### config.mk
export PLATFORM = sky130hd
export DESIGN_NAME = conv_sequencer
export DESIGN_NICKNAME = d
export VERILOG_FILES = /design/src/rtl/conv_sequencer.sv
export SDC_FILE = /design/constraint.sdc
export NUM_CORES = 1
export LEC_CHECK = 0
export BUFFER_PORTS_ARGS = -buffer_cell sky130_fd_sc_hd__buf_2
export CORE_UTILIZATION = 45
export CTS_CLUSTER_DIAMETER = 40
export DETAILED_ROUTE_END_ITERATION = 12
export PLACE_DENSITY = 0.68
export SYNTH_ARGS = -nofsm -noshare
export SYNTH_HDL_FRONTEND = slang
export SYNTH_SLANG_ARGS = --single-unit
### constraint.sdc
create_clock -name clk -period 5.8 [get_ports clk]
set_input_delay 0 -clock clk [delete_from_list [all_inputs] [get_ports clk]]
set_output_delay 0 -clock clk [all_outputs]
set_load 0.05 [all_outputs]
### src/rtl/conv_sequencer.sv
// Address/strobe sequencer for a 3-row convolution pass: one weight fetch, N_ROWS row reads, N_ROWS-2 output writes.
// Optional macro CONV_SEQ_PERF_COUNT_EN builds the busy-cycle counter on cycle_count.
module conv_sequencer #(
   parameter int ADDR_W   = 12,
   parameter int N_ROWS   = 16,
   parameter int IN_BASE  = 0,
   parameter int OUT_BASE = 256,
   parameter int W_ADDR   = 0
) (
   input  logic              clk,
   input  logic              reset_b,
   input  logic              go,
   output logic              busy,
   output logic [ADDR_W-1:0] dut_wmem_read_address,
   output logic [ADDR_W-1:0] dut_sram_read_address,
   output logic              weight_load,
   output logic              row_load,
   output logic              dut_sram_write_enable,
   output logic [ADDR_W-1:0] dut_sram_write_address,
   output logic              done,
   output logic [15:0]       cycle_count
);

   typedef enum logic [2:0] {IDLE, FETCH_W, STREAM, DRAIN, DONE} state_t;

   localparam logic [ADDR_W-1:0] LAST_ROW = ADDR_W'(N_ROWS - 1);
   localparam logic [ADDR_W-1:0] IN_B     = ADDR_W'(IN_BASE);
   localparam logic [ADDR_W-1:0] OUT_B    = ADDR_W'(OUT_BASE);
   localparam logic [ADDR_W-1:0] W_A      = ADDR_W'(W_ADDR);
   localparam logic [ADDR_W-1:0] ONE      = ADDR_W'(1);
   localparam logic [ADDR_W-1:0] TWO      = ADDR_W'(2);

   state_t            state;
   logic [ADDR_W-1:0] r;          // row whose address is currently on the read port
   logic [ADDR_W-1:0] load_row;   // row whose data is being shifted in this cycle
   logic              last_write; // the write on the port now is the final one

   always_ff @(posedge clk or negedge reset_b) begin
      if (!reset_b) begin
         state                  <= IDLE;
         r                      <= '0;
         load_row               <= '0;
         last_write             <= 1'b0;
         busy                   <= 1'b0;
         dut_wmem_read_address  <= '0;
         dut_sram_read_address  <= '0;
         weight_load            <= 1'b0;
         row_load               <= 1'b0;
         dut_sram_write_enable  <= 1'b0;
         dut_sram_write_address <= '0;
         done                   <= 1'b0;
      end else begin
         weight_load           <= 1'b0;
         row_load              <= 1'b0;
         dut_sram_write_enable <= 1'b0;
         done                  <= 1'b0;
         last_write            <= row_load && (load_row == LAST_ROW);

         // A write trails its row load by one cycle; the first two rows only prime the window.
         if (row_load && (load_row >= TWO)) begin
            dut_sram_write_enable  <= 1'b1;
            dut_sram_write_address <= OUT_B + load_row - TWO;
         end

         case (state)
            IDLE: begin
               if (go) begin
                  state                 <= FETCH_W;
                  busy                  <= 1'b1;
                  r                     <= '0;
                  dut_wmem_read_address <= W_A;
               end
            end
            FETCH_W: begin
               state                 <= STREAM;
               weight_load           <= 1'b1;
               dut_sram_read_address <= IN_B + r;
            end
            STREAM: begin
               row_load <= 1'b1;
               load_row <= r;
               if (r == LAST_ROW) begin
                  state <= DRAIN;
               end else begin
                  r                     <= r + ONE;
                  dut_sram_read_address <= IN_B + r + ONE;
               end
            end
            DRAIN: begin
               if (last_write) begin
                  state <= DONE;
                  done  <= 1'b1;
               end
            end
            DONE: begin
               state <= IDLE;
               busy  <= 1'b0;
            end
            default: begin
               state <= IDLE;
               busy  <= 1'b0;
            end
         endcase
      end
   end

`ifdef CONV_SEQ_PERF_COUNT_EN
   logic [15:0] count;

   always_ff @(posedge clk or negedge reset_b) begin
      if (!reset_b) begin
         count <= '0;
      end else if (state == IDLE && go) begin
         count <= '0;
      end else if (busy && count != 16'hFFFF) begin
         count <= count + 16'd1;
      end
   end

   assign cycle_count = count;
`else
   assign cycle_count = '0;
`endif

endmodule

Word-level counts from Yosys, hierarchy flattened --
Cells that the tools add are included. Widths: inputs -> output; s select.
Operators by class: $lt $le $gt $ge 1, equal/unequal tests 9, multiplexer cells 15, reduce and logical (&&, ||, !) cells 10, bitwise operators 1, add/subtract/negate cells 3
Operators with widths (number):
- $pmux 12 s2 | 2
- $eq 12x4->1 const B | 2
- $mux 12 | 2
- $add 12x1->12 const B | 1
- $add 9x12->12 const A | 1
- $ge 12x2->1 const B | 1
- $pmux 3 s4 | 1
- $sub 12x2->12 const B | 1
- $mux 3 | 3
- $ne 2x2->1 const B | 4
- $eq 3x2->1 const B | 2
- $mux 1 | 6
- $reduce_and 3->1 | 2
- $reduce_and 2->1 | 2
- $reduce_bool 2->1 | 2
- $eq 3x1->1 const B | 1
- $logic_not 3->1 | 1
- $reduce_or 3->1 | 1
- $logic_and 1x1->1 | 2
- $pmux 1 s2 | 1
- $not 1->1 | 1
Word-level totals: word-level logic and storage cells 50, input bits 3, output and inout port bits 57, flip-flop bits (word level) 57

Logic depth before layout (Yosys ltp) --
Gate-level depths: netlist of run 1.
depth in word-level cells 4, gate-level depth with buffers 7, mapped depth without buffers 6

Worst setup path before layout of run 1 --
No wires, ideal clock.
path kind reg-to-reg, from register r[4], to register dut_sram_read_address[11], stages on the path, launching flop included 7, required time 5.672 ns, path buffers 2, setup time 0.128 ns, period minus slack after synthesis 1.995 ns, slack 3.805 ns, arrival 1.867 ns, cell sequence dfrtp_1 > buf_2 > or4_4 > nor3_4 > o21ba_2 > buf_6 > mux2_1
Between the ends: longest elaborated chain between the ends 3, elaborated cells between the ends (all ways) 6, those cells by class 1 x add/sub; 2 x eq/ne; 2 x mux; 1 x reduce/logical
RTL lines:
- from (decl) | line 34 | logic [ADDR_W-1:0] r;
- from (signal assigned) | line 85 | r <= r + ONE;
- $add 12x1->12 or $eq 12x4->1 (tied branches) | line 86, 82
- $mux 12 or $ne 2x2->1 (tied branches)
- $pmux 12 s2 or $reduce_and 2->1 (tied branches)
- to (signal assigned) | line 77 | dut_sram_read_address <= IN_B + r;
- to (signal assigned) | line 86 | dut_sram_read_address <= IN_B + r + ONE;
- to (decl) | line 15 | output logic [ADDR_W-1:0] dut_sram_read_address,
Parallel ways exist; a longest one is shown, timed or not. The select of a mux whose other input is x is not followed. A chain may end at the register's enable or synchronous reset.

Worst setup path after layout of run 1 --
from register load_row[9], to register dut_sram_write_address[0]
Between the ends: longest elaborated chain between the ends 2
RTL lines:
- from (decl) | line 35 | logic [ADDR_W-1:0] load_row;
- from (signal assigned) | line 81 | load_row <= r;
- $ge 12x2->1 | line 60 | if (row_load && (load_row >= TWO)) begin
- $logic_and 1x1->1 | line 60
- to (signal assigned) | line 62 | dut_sram_write_address <= OUT_B + load_row - TWO;
- to (decl) | line 19 | output logic [ADDR_W-1:0] dut_sram_write_address,
Every way passes these cells.

==> impl_metrics.py, run 1 <==
metrics = {
    "routing": {
        "vias": 1989,
        "drc": 0,
        "wire_per_inst_um": 13.24,
        "wirelength_um": 5282,
        "antenna_left": 0,
        "dr.pass1.iters": 4,
        "drt_iter0_markers": 111,
        "vias_per_cell": 4.985,
    },
    "worst_hold_path": {
        "hp-class": "input port to asynchronous set/reset pin",
    },
    "global_route": {
        "overflow": 0,
        "first_global_vias": 1879,
        "grtUsageMet2": 0.2678,
        "grtUsageTotal": 0.1799,
        "grt_max_degree": 58,
        "grt-busiest-layer": "met2",
        "use_met3": 0.05667,
        "grt_pass1_wl_um": 8838,
        "antenna_found_initial": 0,
        "grt_util_met1": 0.2371,
    },
    "flow_run": {
        "drv_cap": 0,
    },
    "clock_tree": {
        "ctsHtreeMaxLevel": 3,
        "cts_tree": "yes",
        "clk_latency_ns": 0.34,
        "clk_pin_slew_ns": 0.06,
        "cts_max_path_buffers": 2,
        "cts_sinks": 57,
        "cts-root-buf": "clkbuf_8",
        "cts-buffers-inserted": 9,
    },
    "yosys": {
        "synthXorXnorAreaFrac": 0.05165,
        "yosys.area_share.simple": 0.1693,
        "ys_types": 44,
        "synth_compound_area_frac": 0.09592,
        "ys_ff_latch": 57,
        "yosys_warnings": 0,
        "synth_top_family_by_area": "simple AND/OR/NAND/NOR gates",
        "synth_edf_count": 0,
        "synthAdderAreaFrac": 0.01302,
        "synth_ff_type": "dfrtp_1",
        "ys_seq_area_frac": 0.4948,
        "ys_async_sr_fraction": 1.000,
        "muxShareOfSynthArea": 0.05903,
        "syn_area_um2": 2883,
        "syn_area_per_cell_um2": 9.975,
        "postSynthCellCount": 289,
    },
    "final_layout": {
        "utilization": 0.5196,
        "fin_nets": 325,
        "areaGrowthSynthToFinish_pct": 9.245,
        "final_area_um2": 3149,
        "diodes": 0,
        "drive_gt1_frac": 0.1790,
    },
    "worst_setup_path": {
        "cp-end-kind": "flop",
        "cp_max_fo": 22,
        "startpoint_type": "flop",
        "cp.required_ns": 6.03,
        "cp.arrival_ns": 2.76,
        "r2r_cells": 3,
        "critical_path_class": "flop to flop",
    },
    "floorplan": {
        "die_h_um": 82.04,
        "die_w_um": 82.04,
        "rows": 28,
        "core_um2": 6061,
        "start_util": 0.4756,
        "design.die.area_um2": 6731,
        "ios": 60,
    },
    "run_status": {
        "status": "finished clean",
    },
    "sta": {
        "finalClockSkew_ns": 0.005073,
        "worst_slew_pin_slew_ns": 1.155,
        "rsz0062_at_grt": "false",
        "fmax_mhz": 394.3,
        "finalMaxSlewViolations": 0,
        "setup_ws_ns": 3.264,
        "relSlewSlack": 0.2251,
        "hold-worst-slack_ns": 0.3201,
        "final.setup.tns_ns": 0,
        "hold_violations": 0,
        "period_minus_slack_ns": 2.536,
        "finalSetupViolations": 0,
        "finalCritPeriodShare": 0.4373,
    },
    "pwr": {
        "power_per_cell_area_nw_per_um2": 246.4,
        "max-vdd-ir-drop_mv": 0.1359,
        "p_leak_nw": 1.432,
    },
    "placed_design": {
        "port_buffers": 31,
        "place_area_um2": 2955,
        "gp_congestion": 0.8004,
        "place_ws_ns": 3.262,
        "hpwlAfterDp_um": 3464,
    },
}
[synth_stat cells (2+ instances only)]
| cell | instances | area share |
|---|---|---|
| inv_1 | 9 | 0.012 |
| nor2_1 | 12 | 0.016 |
| or3_1 | 2 | 0.0043 |
| mux2_2 | 4 | 0.016 |
| o31ai_1 | 4 | 0.010 |
| nand3b_1 | 2 | 0.0052 |
| ha_1 | 3 | 0.013 |
| dfrtp_1 | 57 | 0.49 |
| buf_6 | 3 | 0.012 |
| clkbuf_1 | 6 | 0.0078 |
| nor2b_1 | 2 | 0.0043 |
| nor3_4 | 2 | 0.011 |
| nor4_1 | 6 | 0.013 |
| buf_2 | 4 | 0.0069 |
| mux2i_1 | 2 | 0.0069 |
| nand3_1 | 4 | 0.0069 |
| mux2_1 | 8 | 0.031 |
| nor3_1 | 6 | 0.010 |
| o21a_1 | 2 | 0.0052 |
| xor2_1 | 7 | 0.021 |
| nor3b_1 | 2 | 0.0052 |
| nand4_1 | 2 | 0.0043 |
| buf_4 | 29 | 0.076 |
| nand2_1 | 51 | 0.066 |
| a31oi_1 | 8 | 0.017 |
| a21oi_1 | 5 | 0.0087 |
| or4_1 | 3 | 0.0078 |
| xnor2_1 | 10 | 0.030 |
| o21ai_0 | 19 | 0.033 |
[cell usage in the layout (no fill, tap or decap), types with 2 or more instances in the layout]
master and count:
xor2_1 7, ha_1 3, dlygate4sd3_1 2, o21ai_0 19, clkinv_2 3, nand2_1 51
nor3_4 2, nor3b_1 2, xnor2_1 10, conb_1 28, inv_1 9, buf_4 2
or3_1 2, o21a_1 2, mux2i_1 2, buf_2 31, mux2_2 4, mux2_1 8
a31oi_1 8, nand3b_1 2, nand4_1 2, nand3_1 4, nor4_1 6, clkbuf_1 2
a21oi_1 5, clkbuf_8 11, nor2b_1 2, or4_1 3, dfrtp_1 57, nor2_1 12
o31ai_1 3, nor3_1 6
[cell families (layout without fill, tap and decap cells)]
family          count (synthesis)  count (layout)
fa+ha+maj                       3               3
mux                            15              15
flops                          57              57
xor+xnor                       17              17
compound gates                 45              45
other cells                     1              28
buf+inv                        52              60
simple gates                   99              99
[where the power goes]
group | total, mW | switching [mW] | internal [mW]
Clock | 0.330 | 0.153 | 0.176
Sequential | 0.398 | 0 | 0.398
Combinational | 0.0489 | 0.0471 | 0.00178
[layout make-up]
type	count	area [um^2]
fillers	570	2912
flip-flops and latches	57	1426
multi-input cells	207	1231
repair buffers	35	190.2
clock buffers	13	158.9
well taps	75	93.84
inverters	9	33.78
clock inverters	3	15.01
[routing by layer]
metal	part of all wire	up-vias
met2	0.45	41
met1	0.49	952
met3	0.040	9
met5	0	-
li1	-	987
met4	0.016	0
[registers in the layout, indices dropped and copies added (netlist names)]
register	flops
busy	1
done	1
dut_sram_read_address	12
dut_sram_write_address	12
dut_sram_write_enable	1
last_write	1
load_row	12
r	12
row_load	1
state	3
weight_load	1
[critical path: stages, from the launching register on]
cell	delay [ns]
dfrtp_1	0.43
or4_1	0.58
o31ai_2	1.00
mux2_2	0.42
[per-stage QoR]
| stage | instances | power (mW) |
|---|---|---|
| 3_5_place_dp | 381 | 0.4532 |
| 4_1_cts | 399 | 0.7886 |
| 3_3_place_gp | 381 | 0.4530 |
| 5_1_grt | 399 | 0.8103 |
| 2_1_floorplan | 316 | 0.4591 |
| 6_report | 399 | 0.7761 |
[path summary, 6_finish.rpt]
path / from / endpoint / slack, ns
hold / removal: reset_b / dut_sram_write_address[3] / 0.32
hold reg to reg: dut_sram_write_address[2] / dut_sram_write_address[2] / 0.48
setup / recovery: load_row[9] / dut_sram_write_address[0] / 3.26
max in group asynchronous: reset_b / dut_sram_read_address[1] / 4.99
min in group clk: dut_sram_write_address[2] / dut_sram_write_address[2] / 0.48
setup reg to reg: load_row[9] / dut_sram_write_address[0] / 3.26
[repair_timing]
item | in CTS | in global routing
hold buffers | 2 | 0
buffers inserted | 0 | 0
endpoints found under the hold margin | 59 | 0
resized for setup | 0 | 0
Power figures use the tool's default switching activity.
==> inputs of run 2 (changes only) <==
==> constraint.sdc (replaced) <==
create_clock -name clk -period 2.5 [get_ports clk]
set_input_delay 0 -clock clk [delete_from_list [all_inputs] [get_ports clk]]
set_output_delay 0 -clock clk [all_outputs]
set_load 0.05 [all_outputs]
==> run 2 against run 1 <==
Via count is 2.3% higher. Clock power grew to 2.9 times the previous value. First-iteration DRC count up 27%. Sequential cell count is the same. Global-route usage decreased by 0.32 points. Design area grew 3.9%. Non-clock buffer count increased by 9. Worst setup slack worse by 2.9 ns. Die area stayed put.
==> impl_metrics.py, run 2 (synthesis gave the netlist of run 1 again) <==
metrics = {
    "run_status": {
        "status": "finished clean",
    },
    "sta": {
        "rsz0062_at_grt": "false",
        "final.setup.tns_ns": 0,
        "hold_violations": 0,
        "fmax_mhz": 462.4,
        "finalCritPeriodShare": 0.8650,
        "relSlewSlack": 0.6277,
        "period_minus_slack_ns": 2.163,
        "worst_slew_pin_slew_ns": 0.5573,
        "finalSetupViolations": 0,
        "finalClockSkew_ns": 0.006206,
        "finalMaxSlewViolations": 0,
    },
    "final_layout": {
        "final_cell_mix": "dfrtp_1 (57), nand2_1 (51), buf_2 (31), conb_1 (28), o21ai_0 (19)",
        "multi_input_area_um2": 1231,
        "fill_cells": 576,
        "drive_gt1_frac": 0.2072,
        "regArea_um2": 1426,
        "fin_nets": 334,
        "final_common_cell": "dfrtp_1",
        "stdcell_count": 408,
        "final_area_um2": 3272,
        "areaGrowthSynthToFinish_pct": 13.50,
        "diodes": 0,
        "utilization": 0.5398,
    },
    "global_route": {
        "overflow": 0,
        "grt_pass1_wl_um": 8625,
        "grt_max_degree": 33,
        "grtUsageTotal": 0.1768,
        "antenna_found_initial": 0,
        "first_global_vias": 1867,
    },
    "routing": {
        "drt_iter0_markers": 141,
        "drc": 0,
        "dr.pass1.iters": 4,
        "wire_per_inst_um": 12.46,
        "vias_per_cell": 4.985,
        "antenna_left": 0,
        "wirelength_um": 5083,
        "vias": 2034,
    },
    "worst_setup_path": {
        "cp.required_ns": 2.72,
        "startpoint_type": "flop",
        "cp_max_fo": 12,
        "cp.arrival_ns": 2.38,
        "path_cells": "or4_1 -> nor3_4 -> o21ba_2 -> mux2_2",
        "cp-end-kind": "flop",
        "crit_slowest_cell": "or4_1",
        "max_stage_delay_ns": 0.60,
        "critical_path_class": "flop to flop",
    },
    "worst_hold_path": {
        "hp-class": "input port to asynchronous set/reset pin",
    },
    "placed_design": {
        "place_area_um2": 3023,
        "port_buffers": 31,
        "gp_congestion": 0.8514,
        "dp_cells": 390,
        "hpwlAfterDp_um": 3637,
    },
    "floorplan": {
        "design.die.area_um2": 6731,
        "start_util": 0.4756,
        "die_h_um": 82.04,
        "rows": 28,
        "die_w_um": 82.04,
        "core_um2": 6061,
        "ios": 60,
    },
    "clock_tree": {
        "cts_sinks": 57,
        "cts_tree": "yes",
        "cts-resized-gates": 0,
        "hold_buffers": 2,
        "cts-root-buf": "clkbuf_8",
        "cts-buffers-inserted": 9,
        "clk_pin_slew_ns": 0.06,
        "clk_latency_ns": 0.33,
        "cts_max_path_buffers": 2,
        "postCtsSetupRepairBufs": 0,
        "ctsHtreeMaxLevel": 3,
    },
    "flow_run": {
        "drv_cap": 0,
    },
    "pwr": {
        "p_leak_nw": 1.496,
        "max-vdd-ir-drop_mv": 0.3836,
        "power_per_cell_area_nw_per_um2": 612.1,
        "finalPower_mw": 2.003,
    },
}
## run 2: cell type report
cell class | instances | area share
Timing Repair Buffer | 44 | 0.07878
Tap cell | 75 | 0.02868
Clock inverter | 5 | 0.02371
Clock buffer | 11 | 0.04627
Multi-Input combinational cell | 207 | 0.3763
Sequential cell | 57 | 0.4359
Inverter | 9 | 0.01033
## run 2: worst max-delay path, delay by kind of cell, from the launching register on
kind / cells / cell delay, ns
DFF: 1 / 0.44
and+or+nand+nor: 2 / 0.85
muxes: 1 / 0.38
AOI/OAI and AO/OA: 1 / 0.38
## run 2: power by group
part	total (mW)	internal [mW]	switching, mW
clock network	0.965	0.611	0.354
registers	0.923	0.923	0
logic	0.115	0.00523	0.109
## run 2: worst paths after layout
kind	from	to	slack (ns)	cells after the start
max reg2reg	r[9]	dut_sram_read_address[9]	0.34	4
max in group asynchronous	reset_b	r[10]	1.97	3
max	r[9]	dut_sram_read_address[9]	0.34	4
min reg2reg	dut_sram_write_address[10]	dut_sram_write_address[10]	0.47	2
min in group clk	dut_sram_write_address[10]	dut_sram_write_address[10]	0.47	2
min	reset_b	dut_sram_write_address[2]	0.19	3
## run 2: through the flow
| stage | setup WS (ns) | hold WS, ns |
|---|---|---|
| after floorplan | 0.5049 | -0.2956 |
| after detailed placement | 0.3312 | 0.01438 |
| after CTS | 0.3184 | 0.1849 |
| after global routing | 0.2560 | 0.2218 |
| after global placement | 0.3501 | 0.01276 |
| final | 0.3375 | 0.1943 |
## run 2: layer usage
layer / wire [um] / track usage
met2: 2330 / 0.2529
met3: 219 / 0.07667
met5: 0 / 0
met4: 76 / 0.06667
met1: 2457 / 0.2349
